--- src/rtl/mem_wb_pipe.sv ---
// mem_wb_pipe: MEM/WB pipeline register with valid/ready handshake and a
// 2-entry skid buffer (main + skid), synchronous flush and a registered
// write-back mux (wb_wdata comes straight from a flop).
// Optional feature macro: MEM_WB_FWD_EN enables the MEM->ID forwarding taps.
// When it is undefined the fwd_* outputs are tied to 0 and no comparators exist.
module mem_wb_pipe #(
   parameter int DATA_W = 32,
   parameter int RD_W   = 3
) (
   input  logic              clk,
   input  logic              rst_n,
   input  logic              flush,
   input  logic              mem_valid,
   output logic              mem_ready,
   input  logic              mem_regwrite,
   input  logic              mem_memtoreg,
   input  logic [DATA_W-1:0] mem_rdata,
   input  logic [DATA_W-1:0] mem_out,
   input  logic [RD_W-1:0]   mem_rd,
   output logic              wb_valid,
   input  logic              wb_ready,
   output logic              wb_regwrite,
   output logic              wb_memtoreg,
   output logic [DATA_W-1:0] wb_rdata,
   output logic [DATA_W-1:0] wb_out,
   output logic [RD_W-1:0]   wb_rd,
   output logic [DATA_W-1:0] wb_wdata,
   input  logic [RD_W-1:0]   fwd_rs1,
   input  logic [RD_W-1:0]   fwd_rs2,
   output logic              fwd_hit1,
   output logic              fwd_hit2,
   output logic [DATA_W-1:0] fwd_data1,
   output logic [DATA_W-1:0] fwd_data2
);

   // One held entry; wdata is the write-back mux result, resolved on entry.
   typedef struct packed {
      logic              regwrite;
      logic              memtoreg;
      logic [DATA_W-1:0] rdata;
      logic [DATA_W-1:0] out;
      logic [DATA_W-1:0] wdata;
      logic [RD_W-1:0]   rd;
   } entry_t;

   typedef enum logic [1:0] {EMPTY, ONE, FULL} state_t;

   state_t state;
   entry_t main_q, skid_q, in_e;
   logic   ready_q, valid_q;
   logic   in_fire, out_fire;

   // Pack the incoming entry and resolve the write-back mux before storage.
   always_comb begin
      in_e          = '0;
      in_e.regwrite = mem_regwrite;
      in_e.memtoreg = mem_memtoreg;
      in_e.rdata    = mem_rdata;
      in_e.out      = mem_out;
      in_e.wdata    = mem_memtoreg ? mem_rdata : mem_out;
      in_e.rd       = mem_rd;
   end

   assign in_fire  = mem_valid & ready_q;
   assign out_fire = valid_q & wb_ready;

   // Occupancy FSM. ready_q/valid_q are flops updated alongside the state so
   // mem_ready has no combinational path from wb_ready or mem_valid.
   always_ff @(posedge clk or negedge rst_n) begin
      if (!rst_n) begin
         state   <= EMPTY;
         ready_q <= 1'b1;
         valid_q <= 1'b0;
         main_q  <= '0;
         skid_q  <= '0;
      end else if (flush) begin
         // Data flops keep stale contents; valid_q=0 masks wb_regwrite.
         state   <= EMPTY;
         ready_q <= 1'b1;
         valid_q <= 1'b0;
      end else begin
         case (state)
            EMPTY: begin
               if (in_fire) begin
                  main_q  <= in_e;
                  state   <= ONE;
                  valid_q <= 1'b1;
               end
            end
            ONE: begin
               if (in_fire && out_fire) begin
                  main_q <= in_e;
               end else if (in_fire) begin
                  // Consumer stalled: park the new entry in the skid slot.
                  skid_q  <= in_e;
                  state   <= FULL;
                  ready_q <= 1'b0;
               end else if (out_fire) begin
                  state   <= EMPTY;
                  valid_q <= 1'b0;
               end
            end
            FULL: begin
               if (out_fire) begin
                  main_q  <= skid_q;
                  state   <= ONE;
                  ready_q <= 1'b1;
               end
            end
            default: begin
               state   <= EMPTY;
               ready_q <= 1'b1;
               valid_q <= 1'b0;
            end
         endcase
      end
   end

   assign mem_ready   = ready_q;
   assign wb_valid    = valid_q;
   assign wb_regwrite = main_q.regwrite & valid_q;
   assign wb_memtoreg = main_q.memtoreg;
   assign wb_rdata    = main_q.rdata;
   assign wb_out      = main_q.out;
   assign wb_rd       = main_q.rd;
   assign wb_wdata    = main_q.wdata;

`ifdef MEM_WB_FWD_EN
   logic main_live, skid_live;
   logic m_hit1, m_hit2, s_hit1, s_hit2;

   assign main_live = valid_q & main_q.regwrite;
   assign skid_live = (state == FULL) & skid_q.regwrite;
   assign m_hit1    = main_live & (main_q.rd == fwd_rs1);
   assign m_hit2    = main_live & (main_q.rd == fwd_rs2);
   assign s_hit1    = skid_live & (skid_q.rd == fwd_rs1);
   assign s_hit2    = skid_live & (skid_q.rd == fwd_rs2);

   // Skid holds the younger write, so it wins over main on a double match.
   always_comb begin
      fwd_hit1  = s_hit1 | m_hit1;
      fwd_hit2  = s_hit2 | m_hit2;
      fwd_data1 = '0;
      fwd_data2 = '0;
      if (s_hit1)      fwd_data1 = skid_q.wdata;
      else if (m_hit1) fwd_data1 = main_q.wdata;
      if (s_hit2)      fwd_data2 = skid_q.wdata;
      else if (m_hit2) fwd_data2 = main_q.wdata;
   end
`else
   logic unused_fwd;
   assign unused_fwd = ^{fwd_rs1, fwd_rs2};
   assign fwd_hit1   = 1'b0;
   assign fwd_hit2   = 1'b0;
   assign fwd_data1  = '0;
   assign fwd_data2  = '0;
`endif

endmodule

--- config.mk ---
export PLATFORM = sky130hd
export DESIGN_NAME = mem_wb_pipe
export DESIGN_NICKNAME = d
export VERILOG_FILES = /design/src/rtl/mem_wb_pipe.sv
export SDC_FILE = /design/constraint.sdc
export NUM_CORES = 1
export LEC_CHECK = 0
export ABC_AREA = 1
export CORE_MARGIN = 5
export CORE_UTILIZATION = 47
export CTS_CLUSTER_DIAMETER = 120
export CTS_CLUSTER_SIZE = 24
export DETAILED_ROUTE_END_ITERATION = 16
export PLACE_DENSITY = 0.76
export SLEW_MARGIN = 20
export SYNTH_ARGS = -nofsm -noshare
export SYNTH_HDL_FRONTEND = slang
export SYNTH_SLANG_ARGS = --single-unit
--- constraint.sdc ---
create_clock -name clk -period 2 [get_ports clk]
set_input_delay 0.2 -clock clk [delete_from_list [all_inputs] [get_ports clk]]
set_output_delay 0.2 -clock clk [all_outputs]
set_load 0.02 [all_outputs]
==> results of run 1 <==
[cell usage in the layout (no fill, tap or decap), drive strengths merged, types with 7 or more instances in the layout]
cell,instances
nand3,105
o21ai,175
nor2,7
clkdlybuf4s50,174
dfrtp,205
conb,66
inv,78
nand2,583
clkbuf,15
buf,34
[where the power goes]
part / switching [W] / internal (W)
sequential: 0.00105 / 0.00615
combinational: 0.00443 / 0.00316
clock: 0.00139 / 0.00120
total: 0.00687 / 0.0105
[tightest hold or removal path, stage by stage]
cell and delay, ns:
sky130_fd_sc_hd__buf_2 0.25, sky130_fd_sc_hd__inv_1 0.12, sky130_fd_sc_hd__o21ai_0 0.09
[cell type report]
cell class,instances,share of cell area (%)
Tap cell,285,2.90
Inverter,77,2.39
Sequential cell,206,41.9
Multi-Input combinational cell,938,31.9
Clock buffer,15,2.70
Clock inverter,1,0.0915
Timing Repair Buffer,209,18.2
[metal layers]
metal | GRT usage, % | wire length (um) | vias up
met2 | 32.0 | 12200 | 305
li1 | - | - | 4214
met5 | 0 | 0 | -
met1 | 27.4 | 11600 | 3986
met3 | 5.10 | 2050 | 38
met4 | 5.23 | 711 | 0
[metrics by stage]
stage          utilization, %  total power, W  hold WS (ns)  area, um2  std cells
2_1_floorplan               -          0.0128       -0.0956      11000       1470
5_1_grt                  54.5          0.0186         0.275      12300       1731
3_3_place_gp             53.0          0.0147         0.186      12000       1714
6_report                 54.5          0.0174         0.245      12300       1731
4_1_cts                  54.5          0.0175         0.233      12300       1731
3_5_place_dp             53.0          0.0149         0.186      12000       1714
[kinds of logic after synthesis]
| logic type | count (synthesis) |
|---|---|
| AOI/OAI and AO/OA | 177 |
| DFF | 206 |
| buffers and inverters | 326 |
| and+or+nand+nor | 695 |
| other | 1 |
[state kept, by name, summed over array words and instances, names as in the netlist]
register	flops
main_q	1
wb_memtoreg	1
skid_q	101
wb_valid	1
state	2
mem_ready	1
wb_out	32
wb_rd	3
wb_rdata	32
wb_wdata	32
[how the worst min path moves through the flow]
stage	startpoint	to	slack (ns)	cells after the start
detailed placement	rst_n	skid_q[71]	0.19	1
global placement	rst_n	skid_q[71]	0.19	1
finish	mem_memtoreg	skid_q[99]	0.24	3
floorplan	rst_n	main_q[100]	-0.1	0
CTS	mem_memtoreg	skid_q[99]	0.23	3
global route	mem_memtoreg	skid_q[99]	0.28	3
==> report_table.html, run 1 <==
<table>
<tr><th>Metric</th><th>Value</th></tr>
<tr><th colspan="2">Worst setup path</th></tr>
<tr><td>WS Path Type</td><td>reg -&gt; out</td></tr>
<tr><td>Critical path fanouts, max</td><td>3</td></tr>
<tr><td>CP arrival</td><td>1.64 ns</td></tr>
<tr><td>Cell chain of the critical path</td><td>clkdlybuf4s50_1</td></tr>
<tr><td>R2R cell count</td><td>7</td></tr>
<tr><td>Start of the worst register-to-register path</td><td>state[1]</td></tr>
<tr><td>Worst setup path endpoint</td><td>mem_ready</td></tr>
<tr><td>Worst path depth</td><td>1</td></tr>
<tr><td>CP startpoint</td><td>mem_ready</td></tr>
<tr><td>Setup crit start kind</td><td>flip-flop</td></tr>
<tr><td>Delay of the slowest cell on the worst path</td><td>0.62 ns</td></tr>
<tr><td>Count of buffer and inverter cells on the critical path</td><td>1</td></tr>
<tr><td>Largest delay contributor family on the critical path</td><td>buffers and inverters</td></tr>
<tr><td>FF-to-FF End</td><td>wb_rdata[24]</td></tr>
<tr><td>Worst reg2reg setup slack</td><td>0.27 ns</td></tr>
<tr><td>Critical path required time</td><td>1.80 ns</td></tr>
<tr><td>Capturing element type of the critical path</td><td>output port</td></tr>
<tr><td>Slowest stage cell, crit path</td><td>sky130_fd_sc_hd__clkdlybuf4s50_1</td></tr>
<tr><th colspan="2">Layout</th></tr>
<tr><td>Synth-to-Final Area Change</td><td>14.5%</td></tr>
<tr><td>Antenna fix cells</td><td>0</td></tr>
<tr><td>Multi-input logic area</td><td>3920 um2</td></tr>
<tr><td>Flip-flop and latch area</td><td>5160 um2</td></tr>
<tr><td>Layout Nets</td><td>1,524</td></tr>
<tr><td>Share of layout cells above drive strength 1</td><td>4.08%</td></tr>
<tr><td>Number of fill cells in the layout</td><td>2,110</td></tr>
<tr><th colspan="2">Timing</th></tr>
<tr><td>Final setup violation count</td><td>0</td></tr>
<tr><td>Final critical path time including I/O delays and setup</td><td>1.84 ns</td></tr>
<tr><td>Slew @ Worst Pin</td><td>0.512 ns</td></tr>
<tr><td>Worst setup skew after layout</td><td>0.0204 ns</td></tr>
<tr><td>Max-slew violations</td><td>0</td></tr>
<tr><td>Sum of negative setup slack</td><td>0 ns</td></tr>
<tr><td>RSZ-0062 raised after global routing</td><td>false</td></tr>
<tr><td>Post-route fraction of the period consumed by the critical path</td><td>92.0%</td></tr>
<tr><td>Final hold violations</td><td>0</td></tr>
<tr><td>Worst-case headroom to the max-slew limit</td><td>65.9%</td></tr>
<tr><td>Achievable frequency</td><td>543 MHz</td></tr>
<tr><td>Worst Slack Setup Final</td><td>0.159 ns</td></tr>
<tr><th colspan="2">Power</th></tr>
<tr><td>Max rail drop VDD</td><td>0.853 mV</td></tr>
<tr><td>Leakage Power</td><td>6.28 nW</td></tr>
<tr><td>Power per Cell Area</td><td>1410 nW/um2</td></tr>
<tr><th colspan="2">Synth</th></tr>
<tr><td>Share of synthesized flip-flops with an asynchronous set or reset</td><td>100%</td></tr>
<tr><td>Netlist cell types</td><td>18</td></tr>
<tr><td>Fraction of synthesized cell area in xor and xnor cells</td><td>0%</td></tr>
<tr><td>Adder-cell share of the synthesized area</td><td>0%</td></tr>
<tr><td>Proportion of netlist area held by the largest area contributor</td><td>47.7%</td></tr>
<tr><td>Yosys synthesis warning count</td><td>0</td></tr>
<tr><td>Area contributors post-synth</td><td>sky130_fd_sc_hd__dfrtp_1, sky130_fd_sc_hd__nand2_1, sky130_fd_sc_hd__buf_4</td></tr>
<tr><td>Mux contribution to synthesized area</td><td>0%</td></tr>
<tr><td>Gate Count Post-Synth</td><td>1,405</td></tr>
<tr><td>Mean post-synth cell area</td><td>7.66 um2</td></tr>
<tr><td>Primary flip-flop cell chosen by synthesis mapping</td><td>sky130_fd_sc_hd__dfrtp_1</td></tr>
<tr><td>Top cells by count, synth</td><td>sky130_fd_sc_hd__nand2_1, sky130_fd_sc_hd__dfrtp_1, sky130_fd_sc_hd__buf_4</td></tr>
<tr><td>FF+latch count, synth</td><td>206</td></tr>
<tr><td>Post-synthesis cell type with the largest combined area</td><td>sky130_fd_sc_hd__dfrtp_1</td></tr>
<tr><td>Main combinational cell family by area after synthesis</td><td>simple AND/OR/NAND/NOR gates</td></tr>
<tr><td>Sequential fraction of the synthesis area</td><td>47.9%</td></tr>
<tr><td>Simple-Gate Fraction of Synth Area</td><td>25.5%</td></tr>
<tr><td>Synthesized cell area</td><td>10,800 um2</td></tr>
<tr><td>Number of flops mapped to enable cells by yosys</td><td>0</td></tr>
<tr><td>Complex-gate fraction of the synthesized area</td><td>8.33%</td></tr>
<tr><td>Most frequent cell after synthesis</td><td>sky130_fd_sc_hd__nand2_1</td></tr>
<tr><th colspan="2">Placed design</th></tr>
<tr><td>Number of I/O port buffers</td><td>176</td></tr>
<tr><td>Half-perimeter wire length of the detailed placement result</td><td>18.5 mm</td></tr>
<tr><td>Routability congestion estimate from global placement</td><td>0.823</td></tr>
<tr><td>Pre-CTS setup slack</td><td>0.0850 ns</td></tr>
<tr><th colspan="2">GRT</th></tr>
<tr><td>Maximum number of pins on one net before global-route repair</td><td>70</td></tr>
<tr><td>Aggregate global routing overflow</td><td>0</td></tr>
<tr><td>Total GRT Usage</td><td>20.0%</td></tr>
<tr><td>Initial antenna violation count</td><td>0</td></tr>
<tr><td>Vias in the first global route</td><td>8,173</td></tr>
<tr><td>First-pass GRT wire length</td><td>43.0 mm</td></tr>
<tr><th colspan="2">Clocking</th></tr>
<tr><td>Number of post-CTS setup repair buffers</td><td>0</td></tr>
<tr><td>Clock insertion delay at the later pin of the skew report</td><td>0.47 ns</td></tr>
<tr><td>Number of buffers on the longest clock path</td><td>3</td></tr>
<tr><td>CTS tree</td><td>yes</td></tr>
<tr><td>Depth of the CTS H-tree</td><td>1</td></tr>
<tr><td>Clock sink count</td><td>206</td></tr>
<tr><td>Post-CTS Resized</td><td>0</td></tr>
<tr><td>Clk slew on worst S/H paths</td><td>0.10 ns</td></tr>
<tr><td>CTS hold repair buffers</td><td>1</td></tr>
<tr><td>CTS buffer count</td><td>12</td></tr>
<tr><td>Buffer type at the clock tree root</td><td>sky130_fd_sc_hd__clkbuf_16</td></tr>
<tr><th colspan="2">Floorplan</th></tr>
<tr><td>Die width</td><td>161 um</td></tr>
<tr><td>Effective utilization at floorplan</td><td>47.6%</td></tr>
<tr><td>Overall die area</td><td>26,000 um2</td></tr>
<tr><td>Standard-cell row count</td><td>55</td></tr>
<tr><td>Top-level port count</td><td>249</td></tr>
<tr><td>Die outline height</td><td>161 um</td></tr>
<tr><td>Core area</td><td>22,600 um2</td></tr>
<tr><th colspan="2">Routing</th></tr>
<tr><td>Final wirelength</td><td>26.6 mm</td></tr>
<tr><td>DR vias/cell</td><td>4.94</td></tr>
<tr><td>Total via count in the routed design</td><td>8,543</td></tr>
<tr><td>Remaining antenna violation count</td><td>0</td></tr>
<tr><td>Number of optimization iterations in the first detailed-route pass</td><td>6</td></tr>
<tr><td>Initial DRC Count</td><td>673</td></tr>
<tr><td>Average wire length per cell after detail routing</td><td>15.4 um</td></tr>
<tr><td>DRC Markers</td><td>0</td></tr>
<tr><th colspan="2">Run status</th></tr>
<tr><td>Run status</td><td>finished clean</td></tr>
<tr><th colspan="2">Flow run</th></tr>
<tr><td>Maximum capacitance violations</td><td>0</td></tr>
<tr><th colspan="2">Hold path</th></tr>
<tr><td>Class of the worst hold path</td><td>in -&gt; reg</td></tr>
</table>
No activity file was read; power rests on OpenSTA's default activity.
==> run 2, diff against run 1 <==
clock period = 2.3 ns   (was 2 ns; I/O delays follow)
==> report_table.html, run 2 (synthesis gave the netlist of run 1 again) <==
<table>
<tr><th>Metric</th><th>Value</th></tr>
<tr><th colspan="2">Layout</th></tr>
<tr><td>Antenna fix cells</td><td>0</td></tr>
<tr><td>Design area</td><td>12,200 um2</td></tr>
<tr><td>Layout Nets</td><td>1,515</td></tr>
<tr><td>Number of fill cells in the layout</td><td>2,106</td></tr>
<tr><td>Leading cell type in the layout, fill and taps excluded</td><td>sky130_fd_sc_hd__nand2_1</td></tr>
<tr><td>Flip-flop and latch area</td><td>5160 um2</td></tr>
<tr><td>Max reg flops</td><td>101</td></tr>
<tr><td>Multi-input logic area</td><td>3920 um2</td></tr>
<tr><td>Share of layout cells above drive strength 1</td><td>3.48%</td></tr>
<tr><td>Synth-to-Final Area Change</td><td>13.2%</td></tr>
<tr><td>Most used cells in the layout excluding fill and tap cells</td><td>sky130_fd_sc_hd__nand2_1, sky130_fd_sc_hd__dfrtp_1, sky130_fd_sc_hd__clkdlybuf4s50_1, sky130_fd_sc_hd__o21ai_0, sky130_fd_sc_hd__nand3_1</td></tr>
<tr><td>Register containing the most flip-flops in the final layout</td><td>skid_q</td></tr>
<tr><th colspan="2">GRT</th></tr>
<tr><td>Maximum number of pins on one net before global-route repair</td><td>85</td></tr>
<tr><td>Aggregate global routing overflow</td><td>0</td></tr>
<tr><td>Total GRT Usage</td><td>20.5%</td></tr>
<tr><td>Initial antenna violation count</td><td>0</td></tr>
<tr><td>Vias in the first global route</td><td>8,373</td></tr>
<tr><td>First-pass GRT wire length</td><td>44.1 mm</td></tr>
<tr><th colspan="2">Floorplan</th></tr>
<tr><td>Effective utilization at floorplan</td><td>47.6%</td></tr>
<tr><td>Standard-cell row count</td><td>55</td></tr>
<tr><td>Top-level port count</td><td>249</td></tr>
<tr><td>Overall die area</td><td>26,000 um2</td></tr>
<tr><td>Core area</td><td>22,600 um2</td></tr>
<tr><td>Die width</td><td>161 um</td></tr>
<tr><td>Die outline height</td><td>161 um</td></tr>
<tr><th colspan="2">Routing</th></tr>
<tr><td>DR vias/cell</td><td>4.98</td></tr>
<tr><td>Average wire length per cell after detail routing</td><td>15.6 um</td></tr>
<tr><td>Uppermost signal routing layer after detailed routing</td><td>met4</td></tr>
<tr><td>Remaining antenna violation count</td><td>0</td></tr>
<tr><td>Metal-1 WL</td><td>11.6 mm</td></tr>
<tr><td>Length of routed met2 wiring</td><td>12.7 mm</td></tr>
<tr><td>Routed wire length on met3</td><td>2.26 mm</td></tr>
<tr><td>Number of optimization iterations in the first detailed-route pass</td><td>5</td></tr>
<tr><td>Initial DRC Count</td><td>700</td></tr>
<tr><td>Final wirelength</td><td>27.0 mm</td></tr>
<tr><td>DRC Markers</td><td>0</td></tr>
<tr><td>Total via count in the routed design</td><td>8,589</td></tr>
<tr><th colspan="2">Worst setup path</th></tr>
<tr><td>Cell chain of the critical path</td><td>nand2_1 &gt; a22oi_2 &gt; nand2_4 &gt; buf_4 &gt; nand2_1 &gt; nand2_1</td></tr>
<tr><td>Worst reg2reg setup slack</td><td>0.40 ns</td></tr>
<tr><td>R2R cell count</td><td>6</td></tr>
<tr><td>Critical path fanouts, max</td><td>49</td></tr>
<tr><td>Start of the worst register-to-register path</td><td>mem_ready</td></tr>
<tr><td>FF-to-FF End</td><td>wb_wdata[30]</td></tr>
<tr><td>Capturing element type of the critical path</td><td>flip-flop</td></tr>
<tr><td>WS Path Type</td><td>reg -&gt; reg</td></tr>
<tr><td>Slowest stage cell, crit path</td><td>sky130_fd_sc_hd__dfstp_2</td></tr>
<tr><td>Cell seen most often among critical-path stages</td><td>sky130_fd_sc_hd__nand2_1</td></tr>
<tr><td>Critical path required time</td><td>2.66 ns</td></tr>
<tr><td>CP arrival</td><td>2.26 ns</td></tr>
<tr><td>Setup crit start kind</td><td>flip-flop</td></tr>
<tr><td>Delay of the slowest cell on the worst path</td><td>0.55 ns</td></tr>
<tr><td>Count of buffer and inverter cells on the critical path</td><td>1</td></tr>
<tr><td>Largest delay contributor family on the critical path</td><td>flip-flops</td></tr>
<tr><th colspan="2">Timing</th></tr>
<tr><td>Achievable frequency</td><td>526 MHz</td></tr>
<tr><td>Sum of negative setup slack</td><td>0 ns</td></tr>
<tr><td>Final critical path time including I/O delays and setup</td><td>1.90 ns</td></tr>
<tr><td>Post-route fraction of the period consumed by the critical path</td><td>82.6%</td></tr>
<tr><td>Final hold violations</td><td>0</td></tr>
<tr><td>Worst-case headroom to the max-slew limit</td><td>63.5%</td></tr>
<tr><td>Final setup violation count</td><td>0</td></tr>
<tr><td>Max-slew violations</td><td>0</td></tr>
<tr><td>Slew @ Worst Pin</td><td>0.547 ns</td></tr>
<tr><td>Worst setup skew after layout</td><td>0.0232 ns</td></tr>
<tr><td>RSZ-0062 raised after global routing</td><td>false</td></tr>
<tr><th colspan="2">Clocking</th></tr>
<tr><td>Clk slew on worst S/H paths</td><td>0.10 ns</td></tr>
<tr><td>CTS tree</td><td>yes</td></tr>
<tr><td>Clock sink count</td><td>206</td></tr>
<tr><td>Number of buffers on the longest clock path</td><td>3</td></tr>
<tr><td>Depth of the CTS H-tree</td><td>1</td></tr>
<tr><td>Clock insertion delay at the later pin of the skew report</td><td>0.48 ns</td></tr>
<tr><td>CTS buffer count</td><td>12</td></tr>
<tr><td>Buffer type at the clock tree root</td><td>sky130_fd_sc_hd__clkbuf_16</td></tr>
<tr><th colspan="2">Flow run</th></tr>
<tr><td>Maximum capacitance violations</td><td>0</td></tr>
<tr><th colspan="2">Placed design</th></tr>
<tr><td>Instance area at placement</td><td>11,800 um2</td></tr>
<tr><td>Number of I/O port buffers</td><td>176</td></tr>
<tr><td>Half-perimeter wire length of the detailed placement result</td><td>18.2 mm</td></tr>
<tr><td>Routability congestion estimate from global placement</td><td>0.775</td></tr>
<tr><th colspan="2">Power</th></tr>
<tr><td>Leakage Power</td><td>6.21 nW</td></tr>
<tr><td>Max rail drop VDD</td><td>0.827 mV</td></tr>
<tr><td>Power per Cell Area</td><td>1240 nW/um2</td></tr>
<tr><th colspan="2">Hold path</th></tr>
<tr><td>Class of the worst hold path</td><td>in -&gt; async</td></tr>
<tr><th colspan="2">Run status</th></tr>
<tr><td>Run status</td><td>finished clean</td></tr>
</table>
## run 2: changes by cell type in the layout (fill, tap and decap cells not counted), sizes merged
cell | previous run | this run
buf | 34 | 25
clkbuf | 15 | 16
## run 2: what timing repair did
item / 4_1_cts / 5_1_grt
hold endpoints to repair: 62 / 0
resized for setup: 0 / 0
buffers inserted: 0 / 0
hold buffers: 1 / 0
## run 2: metal layers
layer	up-vias	track usage, %
met4	0	4.11
met2	288	34.1
li1	4190	-
met1	4084	27.5
met5	-	0
met3	27	5.21
## run 2: worst max path at each step
stage               startpoint            to  slack (ns)  depth (start not counted)
detailed placement       flush  wb_rdata[27]        0.13                          8
floorplan            mem_ready  wb_wdata[12]        0.80                          7
finish               mem_ready  wb_wdata[30]        0.40                          6
global route         mem_ready  wb_wdata[17]        0.23                          6
global placement         flush  wb_rdata[19]        0.21                          8
CTS                  mem_ready  wb_rdata[27]        0.37                          6
## run 2: layout make-up
type / instances / area share (%)
inverter: 77 / 2.42
clock buffer: 16 / 2.77
clock inverter: 1 / 0.0925
multi-input combinational: 938 / 32.2
sequential: 206 / 42.4
timing repair buffer: 200 / 17.2
tap: 285 / 2.93
## run 2: per-stage QoR
stage	cells	util [%]	hold WS (ns)	total power, W	setup slack, ns
finish	1723	53.9	0.277	0.0150	0.400
detailed placement	1705	52.3	0.220	0.0129	0.133
global route	1723	53.9	0.305	0.0161	0.233
floorplan	1470	-	-0.0656	0.0111	0.798
CTS	1723	53.9	0.277	0.0152	0.370
global placement	1705	52.3	0.221	0.0127	0.206
## run 2: where the power goes
part	total, W	internal [W]	switching (W)
Combinational	0.00651	0.00265	0.00385
Sequential	0.00627	0.00535	0.000919
Clock	0.00226	0.00105	0.00122
==> run 3, diff against run 2 <==
clock period = 1.9 ns   (was 2.3 ns; I/O delays follow)
==> report_table.html, run 3 (synthesis gave the netlist of run 1 again) <==
<table>
<tr><th>Metric</th><th>Value</th></tr>
<tr><th colspan="2">Run status</th></tr>
<tr><td>Run status</td><td>finished clean</td></tr>
<tr><th colspan="2">Placed design</th></tr>
<tr><td>Instance area at placement</td><td>11,900 um2</td></tr>
<tr><td>Half-perimeter wire length of the detailed placement result</td><td>18.7 mm</td></tr>
<tr><td>Routability congestion estimate from global placement</td><td>0.823</td></tr>
<tr><td>Number of I/O port buffers</td><td>176</td></tr>
<tr><th colspan="2">GRT</th></tr>
<tr><td>Maximum number of pins on one net before global-route repair</td><td>85</td></tr>
<tr><td>Vias in the first global route</td><td>8,397</td></tr>
<tr><td>Initial antenna violation count</td><td>0</td></tr>
<tr><td>First-pass GRT wire length</td><td>44.3 mm</td></tr>
<tr><td>Total GRT Usage</td><td>20.6%</td></tr>
<tr><td>Aggregate global routing overflow</td><td>0</td></tr>
<tr><th colspan="2">Floorplan</th></tr>
<tr><td>Die outline height</td><td>161 um</td></tr>
<tr><td>Overall die area</td><td>26,000 um2</td></tr>
<tr><td>Die width</td><td>161 um</td></tr>
<tr><td>Effective utilization at floorplan</td><td>47.6%</td></tr>
<tr><td>Core area</td><td>22,600 um2</td></tr>
<tr><td>Top-level port count</td><td>249</td></tr>
<tr><td>Standard-cell row count</td><td>55</td></tr>
<tr><th colspan="2">Worst setup path</th></tr>
<tr><td>Capturing element type of the critical path</td><td>output port</td></tr>
<tr><td>Worst reg2reg setup slack</td><td>0.20 ns</td></tr>
<tr><td>Largest delay contributor family on the critical path</td><td>buffers and inverters</td></tr>
<tr><td>CP arrival</td><td>1.65 ns</td></tr>
<tr><td>Cell chain of the critical path</td><td>clkdlybuf4s50_1</td></tr>
<tr><td>Critical path required time</td><td>1.71 ns</td></tr>
<tr><td>Setup crit start kind</td><td>flip-flop</td></tr>
<tr><td>Slowest stage cell, crit path</td><td>sky130_fd_sc_hd__clkdlybuf4s50_1</td></tr>
<tr><td>Count of buffer and inverter cells on the critical path</td><td>1</td></tr>
<tr><td>Critical path fanouts, max</td><td>3</td></tr>
<tr><td>WS Path Type</td><td>reg -&gt; out</td></tr>
<tr><td>Delay of the slowest cell on the worst path</td><td>0.62 ns</td></tr>
<tr><th colspan="2">Layout</th></tr>
<tr><td>Register containing the most flip-flops in the final layout</td><td>skid_q</td></tr>
<tr><td>Antenna fix cells</td><td>0</td></tr>
<tr><td>Final Util</td><td>54.4%</td></tr>
<tr><td>Design area</td><td>12,300 um2</td></tr>
<tr><td>Share of layout cells above drive strength 1</td><td>4.15%</td></tr>
<tr><td>Leading cell type in the layout, fill and taps excluded</td><td>sky130_fd_sc_hd__nand2_1</td></tr>
<tr><td>Max reg flops</td><td>101</td></tr>
<tr><td>Synth-to-Final Area Change</td><td>14.2%</td></tr>
<tr><td>Most used cells in the layout excluding fill and tap cells</td><td>sky130_fd_sc_hd__nand2_1, sky130_fd_sc_hd__dfrtp_1, sky130_fd_sc_hd__clkdlybuf4s50_1, sky130_fd_sc_hd__o21ai_0, sky130_fd_sc_hd__nand3_1</td></tr>
<tr><td>Layout Nets</td><td>1,524</td></tr>
<tr><th colspan="2">Timing</th></tr>
<tr><td>Slew @ Worst Pin</td><td>0.580 ns</td></tr>
<tr><td>Final critical path time including I/O delays and setup</td><td>1.84 ns</td></tr>
<tr><td>Sum of negative setup slack</td><td>0 ns</td></tr>
<tr><td>RSZ-0062 raised after global routing</td><td>false</td></tr>
<tr><td>Worst-case headroom to the max-slew limit</td><td>61.3%</td></tr>
<tr><td>Final hold violations</td><td>0</td></tr>
<tr><td>Max-slew violations</td><td>0</td></tr>
<tr><td>Worst setup skew after layout</td><td>0.0194 ns</td></tr>
<tr><td>Final setup violation count</td><td>0</td></tr>
<tr><td>Achievable frequency</td><td>545 MHz</td></tr>
<tr><td>Post-route fraction of the period consumed by the critical path</td><td>96.6%</td></tr>
<tr><th colspan="2">Clocking</th></tr>
<tr><td>Clock sink count</td><td>206</td></tr>
<tr><td>CTS buffer count</td><td>12</td></tr>
<tr><td>Depth of the CTS H-tree</td><td>1</td></tr>
<tr><td>Clk slew on worst S/H paths</td><td>0.10 ns</td></tr>
<tr><td>Number of post-CTS setup repair buffers</td><td>0</td></tr>
<tr><td>Buffer type at the clock tree root</td><td>sky130_fd_sc_hd__clkbuf_16</td></tr>
<tr><td>Clock insertion delay at the later pin of the skew report</td><td>0.47 ns</td></tr>
<tr><td>CTS tree</td><td>yes</td></tr>
<tr><td>Number of buffers on the longest clock path</td><td>3</td></tr>
<tr><th colspan="2">Routing</th></tr>
<tr><td>Total via count in the routed design</td><td>8,541</td></tr>
<tr><td>Final wirelength</td><td>26.9 mm</td></tr>
<tr><td>Average wire length per cell after detail routing</td><td>15.5 um</td></tr>
<tr><td>Number of optimization iterations in the first detailed-route pass</td><td>5</td></tr>
<tr><td>Initial DRC Count</td><td>668</td></tr>
<tr><td>Remaining antenna violation count</td><td>0</td></tr>
<tr><td>DRC Markers</td><td>0</td></tr>
<tr><td>DR vias/cell</td><td>4.93</td></tr>
<tr><th colspan="2">Flow run</th></tr>
<tr><td>Maximum capacitance violations</td><td>0</td></tr>
<tr><th colspan="2">Hold path</th></tr>
<tr><td>Class of the worst hold path</td><td>in -&gt; async</td></tr>
<tr><th colspan="2">Power</th></tr>
<tr><td>Leakage Power</td><td>6.27 nW</td></tr>
<tr><td>Power per Cell Area</td><td>1490 nW/um2</td></tr>
<tr><td>Max rail drop VDD</td><td>0.821 mV</td></tr>
</table>
[run 3: cell types whose count changed in the layout (fill, tap and decap cells not counted), sizes merged]
| cell | before | now |
|---|---|---|
| buf | 25 | 34 |
| clkbuf | 16 | 15 |
[run 3: area by class of cell]
type,instances,area (um2)
Clock buffer,15,333
Clock inverter,1,11.3
Fill cell,2123,10300
Inverter,77,294
Multi-Input combinational cell,938,3920
Sequential cell,206,5160
Tap cell,285,357
Timing Repair Buffer,209,2210
[run 3: where the power goes]
part	leakage [nW]	switching, W	total (W)	internal (W)
Clock	0.169	0.00144	0.00270	0.00126
Sequential	2.56	0.00113	0.00761	0.00648
Combinational	3.54	0.00469	0.00798	0.00329
[run 3: metrics by stage]
stage / hold WS (ns) / total power [W] / instances / setup slack [ns]
after global routing: 0.313 / 0.0197 / 1731 / 0.0174
after detailed placement: 0.202 / 0.0157 / 1714 / -0.0123
after global placement: 0.206 / 0.0154 / 1714 / 0.0334
after floorplan: -0.106 / 0.0135 / 1470 / 0.398
after CTS: 0.259 / 0.0185 / 1731 / 0.0335
final: 0.277 / 0.0183 / 1731 / 0.0640
[run 3: final timing paths]
| check | startpoint | end | depth (start not counted) |
|---|---|---|---|
| min reg2reg | wb_rdata[9] | wb_rdata[9] | 2 |
| min | rst_n | skid_q[70] | 2 |
| max reg2reg | mem_ready | wb_wdata[24] | 7 |
| max | mem_ready | mem_ready | 1 |
| min in group clk | mem_memtoreg | skid_q[99] | 4 |
| max in group asynchronous | rst_n | wb_out[24] | 3 |
[run 3: timing repair]
item / in CTS / in global routing
setup endpoints to repair: 0 / 1
hold buffers: 1 / 0
resized for setup: 0 / 1
hold endpoints to repair: 62 / 0
[run 3: per-layer routing]
| metal | routed length [um] | part of all wire [%] | GRT usage (%) |
|---|---|---|---|
| met1 | 11600 | 43 | 28.1 |
| met2 | 12600 | 47 | 33.4 |
| met3 | 2200 | 8.2 | 5.28 |
| met4 | 529 | 2.0 | 4.34 |
| met5 | 0 | 0 | 0 |
